### src/rtl/mc_controller.sv
// mc_controller: multicycle control unit for the RV32I subset core
// (lw, sw, add, sub, and, or, slt, addi, andi, ori, slti, beq, jal).
// It sequences the shared-ALU, shared-memory datapath through fetch, decode,
// execute, memory and writeback, and drives the mux selects, write enables
// and the ALU operation for each cycle.
//
// Ports:
//   clk        in   core clock, rising edge
//   reset      in   asynchronous active-high reset, forces Fetch
//   op         in   [6:0] opcode from the instruction register
//   funct3     in   [2:0] Instr[14:12]
//   funct7b5   in   Instr[30]
//   Zero       in   ALU zero flag, used only in BEQ
//   ImmSrc     out  [1:0] immediate format: 00 I, 01 S, 10 B, 11 J
//   ALUSrcA    out  [1:0] 00 PC, 01 OldPC, 10 register A
//   ALUSrcB    out  [1:0] 00 WriteData, 01 ImmExt, 10 constant 4
//   ResultSrc  out  [1:0] 00 ALUOut, 01 Data, 10 ALUResult
//   AdrSrc     out  memory address: 0 PC, 1 Result
//   ALUControl out  [2:0] 000 add, 001 sub, 010 and, 011 or, 101 slt
//   IRWrite, PCWrite, RegWrite, MemWrite  out  datapath write enables
//   Illegal    out  one-cycle pulse in Decode for an unsupported opcode
//   State      out  [3:0] current state encoding for trace
module mc_controller (
    input  logic       clk,
    input  logic       reset,
    input  logic [6:0] op,
    input  logic [2:0] funct3,
    input  logic       funct7b5,
    input  logic       Zero,
    output logic [1:0] ImmSrc,
    output logic [1:0] ALUSrcA,
    output logic [1:0] ALUSrcB,
    output logic [1:0] ResultSrc,
    output logic       AdrSrc,
    output logic [2:0] ALUControl,
    output logic       IRWrite,
    output logic       PCWrite,
    output logic       RegWrite,
    output logic       MemWrite,
    output logic       Illegal,
    output logic [3:0] State
);

    localparam logic [6:0] OpLoad   = 7'b0000011;
    localparam logic [6:0] OpStore  = 7'b0100011;
    localparam logic [6:0] OpRType  = 7'b0110011;
    localparam logic [6:0] OpIType  = 7'b0010011;
    localparam logic [6:0] OpJal    = 7'b1101111;
    localparam logic [6:0] OpBranch = 7'b1100011;

    typedef enum logic [3:0] {
        StFetch    = 4'd0,
        StDecode   = 4'd1,
        StMemAdr   = 4'd2,
        StMemRead  = 4'd3,
        StMemWb    = 4'd4,
        StMemWrite = 4'd5,
        StExecuteR = 4'd6,
        StAluWb    = 4'd7,
        StExecuteI = 4'd8,
        StJal      = 4'd9,
        StBeq      = 4'd10
    } state_t;

    state_t state_q, state_d;

    logic [1:0] alu_op;
    logic       pc_update;
    logic       branch;
    logic       ir_write_s;
    logic       reg_write_s;
    logic       mem_write_s;
    logic       illegal_s;

    always_ff @(posedge clk or posedge reset) begin
        if (reset) begin
            state_q <= StFetch;
        end else begin
            state_q <= state_d;
        end
    end

    // Next state and Moore outputs
    always_comb begin
        state_d     = StFetch;
        ALUSrcA     = 2'b00;
        ALUSrcB     = 2'b00;
        ResultSrc   = 2'b00;
        AdrSrc      = 1'b0;
        alu_op      = 2'b00;
        pc_update   = 1'b0;
        branch      = 1'b0;
        ir_write_s  = 1'b0;
        reg_write_s = 1'b0;
        mem_write_s = 1'b0;
        illegal_s   = 1'b0;
        case (state_q)
            StFetch: begin
                ir_write_s = 1'b1;
                ALUSrcB    = 2'b10;
                ResultSrc  = 2'b10;
                pc_update  = 1'b1;
                state_d    = StDecode;
            end
            StDecode: begin
                // ALU forms the branch/jump target; ALUOut latches it
                ALUSrcA = 2'b01;
                ALUSrcB = 2'b01;
                case (op)
                    OpLoad, OpStore: state_d = StMemAdr;
                    OpRType:         state_d = StExecuteR;
                    OpIType:         state_d = StExecuteI;
                    OpJal:           state_d = StJal;
                    OpBranch:        state_d = StBeq;
                    default: begin
                        state_d   = StFetch;
                        illegal_s = 1'b1;
                    end
                endcase
            end
            StMemAdr: begin
                ALUSrcA = 2'b10;
                ALUSrcB = 2'b01;
                state_d = (op == OpLoad) ? StMemRead : StMemWrite;
            end
            StMemRead: begin
                AdrSrc  = 1'b1;
                state_d = StMemWb;
            end
            StMemWb: begin
                ResultSrc   = 2'b01;
                reg_write_s = 1'b1;
                state_d     = StFetch;
            end
            StMemWrite: begin
                AdrSrc      = 1'b1;
                mem_write_s = 1'b1;
                state_d     = StFetch;
            end
            StExecuteR: begin
                ALUSrcA = 2'b10;
                alu_op  = 2'b10;
                state_d = StAluWb;
            end
            StExecuteI: begin
                ALUSrcA = 2'b10;
                ALUSrcB = 2'b01;
                alu_op  = 2'b10;
                state_d = StAluWb;
            end
            StAluWb: begin
                reg_write_s = 1'b1;
                state_d     = StFetch;
            end
            StJal: begin
                ALUSrcA   = 2'b01;
                ALUSrcB   = 2'b10;
                pc_update = 1'b1;
                state_d   = StAluWb;
            end
            StBeq: begin
                ALUSrcA = 2'b10;
                alu_op  = 2'b01;
                branch  = 1'b1;
                state_d = StFetch;
            end
            // Unused encodings fall back to Fetch with every output low
            default: state_d = StFetch;
        endcase
    end

    // ALU decoder
    always_comb begin
        ALUControl = 3'b000;
        case (alu_op)
            2'b01: ALUControl = 3'b001;
            2'b10: begin
                case (funct3)
                    // op[5] separates R-type sub from addi with Instr[30] set
                    3'b000:  ALUControl = (funct7b5 & op[5]) ? 3'b001 : 3'b000;
                    3'b010:  ALUControl = 3'b101;
                    3'b110:  ALUControl = 3'b011;
                    3'b111:  ALUControl = 3'b010;
                    default: ALUControl = 3'b000;
                endcase
            end
            default: ALUControl = 3'b000;
        endcase
    end

    // Immediate format follows the opcode in every state
    always_comb begin
        case (op)
            OpStore:  ImmSrc = 2'b01;
            OpBranch: ImmSrc = 2'b10;
            OpJal:    ImmSrc = 2'b11;
            default:  ImmSrc = 2'b00;
        endcase
    end

    // Enables are held low for the whole reset interval, not just after the edge
    assign IRWrite  = ir_write_s & ~reset;
    assign PCWrite  = (pc_update | (branch & Zero)) & ~reset;
    assign RegWrite = reg_write_s & ~reset;
    assign MemWrite = mem_write_s & ~reset;
    assign Illegal  = illegal_s & ~reset;
    assign State    = state_q;

endmodule

### config.mk
export PLATFORM = sky130hd
export DESIGN_NAME = mc_controller
export DESIGN_NICKNAME = d
export VERILOG_FILES = /design/src/rtl/mc_controller.sv
export SDC_FILE = /design/constraint.sdc
export NUM_CORES = 1
export LEC_CHECK = 0
export CAP_MARGIN = 20
export CORE_MARGIN = 10
export CORE_UTILIZATION = 37
export DETAILED_ROUTE_END_ITERATION = 10
export PLACE_DENSITY = 0.86
export SETUP_SLACK_MARGIN = 0.15
export SLEW_MARGIN = 5
export SYNTH_ARGS = -nofsm -noshare
export SYNTH_HDL_FRONTEND = slang
export SYNTH_SLANG_ARGS = --single-unit
### constraint.sdc
create_clock -name clk -period 2.3 [get_ports clk]
set_clock_uncertainty 0.2 [all_clocks]
set_input_delay 0.46 -clock clk [delete_from_list [all_inputs] [get_ports clk]]
set_output_delay 0.46 -clock clk [all_outputs]
set_load 0.01 [all_outputs]
==> results of run 1 <==
-- area by class of cell --
type	instances	area share, %
sequential	4	7.06
clock buffer	4	1.83
inverter	4	1.05
timing repair buffer	79	46.3
multi-input combinational	67	42.3
tap	16	1.39
-- routing by layer --
layer | track usage (%) | wire (um)
met4 | 7.84 | 241
met5 | 0 | 0
met2 | 31.3 | 1970
met1 | 15.9 | 1330
met3 | 4.38 | 297
-- report_power, final --
part / internal [mW] / switching [mW]
combinational: 0.303 / 0.287
clock: 0.0663 / 0.0465
sequential: 0.0818 / 0.0108
total: 0.452 / 0.344
-- cells by family (layout without fill, tap and decap cells) --
family,after synthesis,after routing,synth area share (%)
AOI/OAI and AO/OA,17,17,19.6
xor gates and xnor gates,3,3,4.33
adders and majority gates,2,2,4.12
buffers and inverters,10,87,7.21
DFF,4,4,16.5
muxes,1,1,1.86
and+or+nand+nor,44,44,46.4
-- what timing repair did --
action / 4_1_cts / 5_1_grt
cloned: 1 / 0
buffers inserted: 11 / 6
resized for setup: 95 / 32
pin swaps: 13 / 13
setup endpoints to repair: 17 / 15
hold endpoints to repair: 0 / 0
-- metrics by stage --
stage          total power [mW]  setup TNS, ps
6_report                  0.796           -926
5_1_grt                   0.832          -1450
2_1_floorplan             0.306              0
3_5_place_dp              0.596          -2910
3_3_place_gp              0.586          -2690
4_1_cts                   0.709           -148
-- cells in the mapped netlist, types with 2 or more instances --
master / count / area (um2)
sky130_fd_sc_hd__nor4_1: 2 / 12.5
sky130_fd_sc_hd__a21oi_1: 5 / 25.0
sky130_fd_sc_hd__nand3b_1: 2 / 15.0
sky130_fd_sc_hd__ha_1: 2 / 25.0
sky130_fd_sc_hd__xor2_1: 3 / 26.3
sky130_fd_sc_hd__and2_1: 4 / 25.0
sky130_fd_sc_hd__nand2_1: 8 / 30.0
sky130_fd_sc_hd__dfrtp_1: 4 / 100
sky130_fd_sc_hd__o21a_1: 2 / 15.0
sky130_fd_sc_hd__inv_1: 4 / 15.0
sky130_fd_sc_hd__buf_2: 5 / 25.0
sky130_fd_sc_hd__nor2b_1: 5 / 31.3
sky130_fd_sc_hd__a31oi_1: 3 / 18.8
sky130_fd_sc_hd__nor2_1: 4 / 15.0
sky130_fd_sc_hd__nor3_1: 4 / 20.0
-- worst min path at each step --
stage,slack (ps),cells after the start,endpoint,from
floorplan,40,1,State[0],reset
global placement,350,2,State[0],State[0]
detailed placement,370,2,State[0],State[0]
CTS,190,3,State[3],reset
global route,230,3,State[2],reset
finish,220,3,State[1],reset
-- worst reg2reg max path, delay by kind of cell (launching register included) --
family	cells	cell delay, ps
buf+inv	5	650
simple gates	2	350
flops	1	420
compound gates	1	90
==> metrics, run 1 <==
critical path launch point=State[1]; Power per Cell Area=554 nW/um2; global route total overflow=0; area of the multi-input gates=608 um2; maximum number of pins on one net before global-route repair=17; critical path data required time=1640 ps; number of nets in the final layout=175; I/O pin cnt=35; nature of the critical path endpoint=output pin; prevailing post-synth register cell=sky130_fd_sc_hd__dfrtp_1; Mapped Cells=81; post-route minimum period=2610 ps; Remaining DRCs=0; Post-Layout Cell Count=174; Root Buffer=sky130_fd_sc_hd__clkbuf_4; Setup WS pre-CTS=-466 ps; Buf/Inv on CP=1; final setup margin=-307 ps; detail-routed net length per standard cell=22.1 um; Final ANT Viol Nets=0; total of flip-flops plus latches after synthesis=4; horizontal die dimension=60.5 um; Initial DRT Pass Iterations=4; outcome=finished, violations left; global-route wire length before repair=4770 um; Final GP Congestion=0.779; RSZ-0062 raised after global routing=true; initial antenna violation count=0; initial cell density of the core=39.8%; most common cell after layout, fill and taps aside=sky130_fd_sc_hd__buf_4; placed instance count=152; HP Class=input pin to async pin; flip-flop count of the largest register after layout=4; layout filler cell count=45; tightest hold margin=219 ps; source of the worst register-to-register timing path=State[2]; fraction of the yosys area taken by sequential cells=16.5%; total of endpoints with negative setup slack in the final report=6; most frequent cells in the layout=sky130_fd_sc_hd__buf_4 (33), sky130_fd_sc_hd__buf_2 (13), sky130_fd_sc_hd__buf_6 (12); Clock Latency Late Sink=260 ps; area of the core=1520 um2; total count of hold-check failures in the final report=0; Routed Wire Length=3840 um; number of warnings reported in the yosys synthesis log=0; first-iteration detailed-routing DRC count=67; CTS buffer count=3; leakage power=0.704 nW; post-synth design cell area=607 um2; Final Core Density=94.3%; via count=1049; layout cells sized above 1=60.8%; number of global-route vias before repair=1028; number of inserted diodes=0; instance count on the critical path=8; portion of the clock cycle consumed by the worst path in the final layout=113%; critical path, cell by cell=nor2_2, nand2_2, a21oi_4, ha_4, nor2b_4, o21ai_1, a21oi_1, buf_2; Reg area=101 um2; number of cells traversed by the worst register-to-register path=8; via count normalized by instance count=6.03; number of hold buffers added after cts=0; slowest CP cell=sky130_fd_sc_hd__dfrtp_1; slowest stage delay, CP=430 ps; arrival time at the worst endpoint=1950 ps; Max Fclk=384 MHz; Critical Path Sink=ALUControl[0]; floorplan die area=3660 um2; maximum count of clock buffers along a single path=2; net count of the mapped netlist=97; post-synthesis cell type count=39; capture point of the worst reg-to-reg path=State[1]; area of all placed cells without fillers=1440 um2; type of the setup path with the least slack=flop to output pin; clk slew on worst S/H paths=50 ps; violated checks=negative setup slack; Tightest Pin Transition=496 ps; Worst path top cell family by delay=compound AO/OA/AOI/OAI gates; # Max-Cap Violations=0; count of H-tree levels built during CTS=1; number of max-slew violations in the final report=0; CTS tree=built; crit start category=flop; VDD IR-drop max=0.000426 V; synthesis-to-finish area growth=137%; worst slew slack as a fraction of its limit=66.7%; CTS sink cnt=4; EDFF count, synth=0; die height=60.5 um; overall global routing resource usage=16.4%; total of buffers placed on input and output ports=34; worst-case register-to-register setup slack=500 ps; mean post-synth cell area=7.49 um2; Placement Rows=14; async set or reset register ratio after synthesis=100%; half-perimeter wire length after placement=1910 um; Worst Path Max Fanout=3; placed instance area=1160 um2
Power figures use the tool's default switching activity.
==> run 2, diff against run 1 <==
- CAP_MARGIN: 20 -> default
- MAX_ROUTING_LAYER: default -> met4
==> run 2 against run 1 <==
Effect of this change: the run still ends with negative setup slack left; core utilization unchanged; fmax grew 0.58%; first-iteration DRC count down 28%; wire length shrank 0.57%; sequential share of layout area unchanged; critical endpoint unchanged; largest cell class unchanged.
==> metrics, run 2 (same netlist as run 1, synthesis figures left out) <==
area of the core=1520 um2 (unchanged); Routed Wire Length=3820 um (-0.57%); global route total overflow=0 (unchanged); first-iteration detailed-routing DRC count=48 (-28%); placed instance count=152 (unchanged); power dissipated by switching net loads=0.341 mW (-0.94%); Placement Rows=14 (unchanged); number of max-slew violations in the final report=0 (unchanged); critical path, cell by cell=nor2_2, nand2_2, a21oi_4, ha_4, nor2b_4, o21ai_1, a21oi_1, buf_2; part of the power in registers=11.7% (about the same); number of nets in the final layout=175 (unchanged); Setup Total Neg Slack=-923 ps (+2.59 ps); HP Class=input pin to async pin; horizontal die dimension=60.5 um (unchanged); synthesis-to-finish area growth=137% (unchanged); Post-Layout Cell Count=174 (unchanged); most common cell after layout, fill and taps aside=sky130_fd_sc_hd__buf_4; portion of the clock cycle consumed by the worst path in the final layout=113% (-0.65 points); Buf/Inv on CP=1 (unchanged); post-route minimum period=2590 ps (-15.0 ps); total design power=0.792 mW (-0.42%); overall global routing resource usage=16.9% (+0.49 points); total of endpoints with negative setup slack in the final report=6 (unchanged); Remaining DRCs=0 (unchanged); RSZ-0062 raised after global routing=true; placed instance area=1160 um2 (unchanged); number of global-route vias before repair=1029 (+0.097%); total count of hold-check failures in the final report=0 (unchanged); # Max-Cap Violations=0 (unchanged); Tightest Pin Transition=431 ps (-64.2 ps); CTS sink cnt=4 (unchanged); Final GP Congestion=0.790 (+1.4%); clk slew on worst S/H paths=50 ps (about the same); Final Core Density=94.3% (unchanged); initial cell density of the core=39.8% (unchanged); leakage power=0.704 nW (unchanged); Clock Latency Late Sink=260 ps (about the same); outcome=finished, violations left; Final ANT Viol Nets=0 (unchanged); detail-routed net length per standard cell=22.0 um (-0.57%); critical path data required time=1640 ps (about the same); number of cells traversed by the worst register-to-register path=8 (unchanged); worst slew slack as a fraction of its limit=71.0% (+4.3 points); number of inserted diodes=0 (unchanged); crit start category=flop; Worst path top cell family by delay=compound AO/OA/AOI/OAI gates; share of power burned in the clock network=14.1% (about the same); final setup margin=-292 ps (+15.0 ps); instance count on the critical path=8 (unchanged); I/O pin cnt=35 (unchanged); violated checks=negative setup slack; Max Fclk=386 MHz (+0.58%); layout cells sized above 1=60.8% (unchanged); switching fraction of total power=43.0% (-0.22 points); cell internal power dissipation=0.451 mW (about the same); arrival time at the worst endpoint=1930 ps (-20 ps); via count=1044 (-0.48%); die height=60.5 um (unchanged); CTS buffer count=3 (unchanged); Initial DRT Pass Iterations=4 (unchanged); CTS tree=built; slowest CP cell=sky130_fd_sc_hd__dfrtp_1; VDD IR-drop max=0.000426 V (about the same); maximum number of pins on one net before global-route repair=17 (unchanged); share of power burned in combinational logic=74.2% (about the same); via count normalized by instance count=6.00 (-0.48%); most frequent cells in the layout=sky130_fd_sc_hd__buf_4 (33), sky130_fd_sc_hd__buf_2 (13), sky130_fd_sc_hd__buf_6 (12); global-route wire length before repair=4760 um (-0.13%); slowest stage delay, CP=420 ps (about the same); half-perimeter wire length after placement=1910 um (unchanged); nature of the critical path endpoint=output pin; initial antenna violation count=0 (unchanged); Power per Cell Area=552 nW/um2 (-0.42%); maximum count of clock buffers along a single path=2 (unchanged); total of buffers placed on input and output ports=34 (unchanged); count of H-tree levels built during CTS=1 (unchanged); type of the setup path with the least slack=flop to output pin; floorplan die area=3660 um2 (unchanged); Worst Path Max Fanout=3 (unchanged); Root Buffer=sky130_fd_sc_hd__clkbuf_4; flip-flop count of the largest register after layout=4 (unchanged); area of all placed cells without fillers=1440 um2 (unchanged)
==> run 2: area by class of cell <==
cell class / count / area, um2
clock buffer: 4 / 26.3
fill: 45 / 87.6
inverter: 4 / 15.0
multi-input combinational: 67 / 608
sequential: 4 / 101
tap: 16 / 20.0
timing repair buffer: 79 / 666
==> run 2: final timing paths <==
kind	slack (ps)	start	end
setup / recovery	-290	State[1]	ALUControl[0]
hold / removal	250	reset	State[1]
setup reg to reg	500	State[2]	State[1]
hold reg to reg	440	State[0]	State[0]
max in group asynchronous	1540	reset	State[3]
min in group clk	440	State[0]	State[0]
==> run 2: timing repair <==
action	in CTS	in global routing
buffers inserted	11	6
gates resized for setup	95	32
pin swaps	13	13
gates cloned	1	0
setup endpoints to repair	17	15
hold buffers	0	0
==> run 2: layer usage <==
metal	share of wire, %	wire length [um]	global-route usage, %
met2	51	1960	31.3
met3	7.5	285	3.55
met5	0	0	-
met4	5.9	225	7.84
met1	35	1350	16.3
==> run 2: power by group through the flow <==
stage / clock, mW / combinational (mW) / sequential, mW
4_1_cts: 0.102 / 0.517 / 0.0895
6_report: 0.111 / 0.588 / 0.0927
3_3_place_gp: 0 / 0.496 / 0.0898
3_5_place_dp: 0 / 0.505 / 0.0906
2_1_floorplan: 0 / 0.211 / 0.0950
5_1_grt: 0.122 / 0.618 / 0.0935
==> run 2: per-stage QoR <==
step           setup WS [ps]  hold WS (ps)
2_1_floorplan            152          42.7
3_3_place_gp            -419           352
3_5_place_dp            -466           366
4_1_cts                -69.7           188
5_1_grt                 -470           240
6_report                -292           246
==> run 2: worst reg2reg max path, cell delays in order, from the launching register on <==
cell and delay, ps:
sky130_fd_sc_hd__dfrtp_1 430, sky130_fd_sc_hd__buf_6 140, sky130_fd_sc_hd__buf_6 110, sky130_fd_sc_hd__buf_6 110, sky130_fd_sc_hd__buf_6 120, sky130_fd_sc_hd__nor4b_4 260
sky130_fd_sc_hd__buf_4 170, sky130_fd_sc_hd__nand4_1 80, sky130_fd_sc_hd__o221ai_1 90
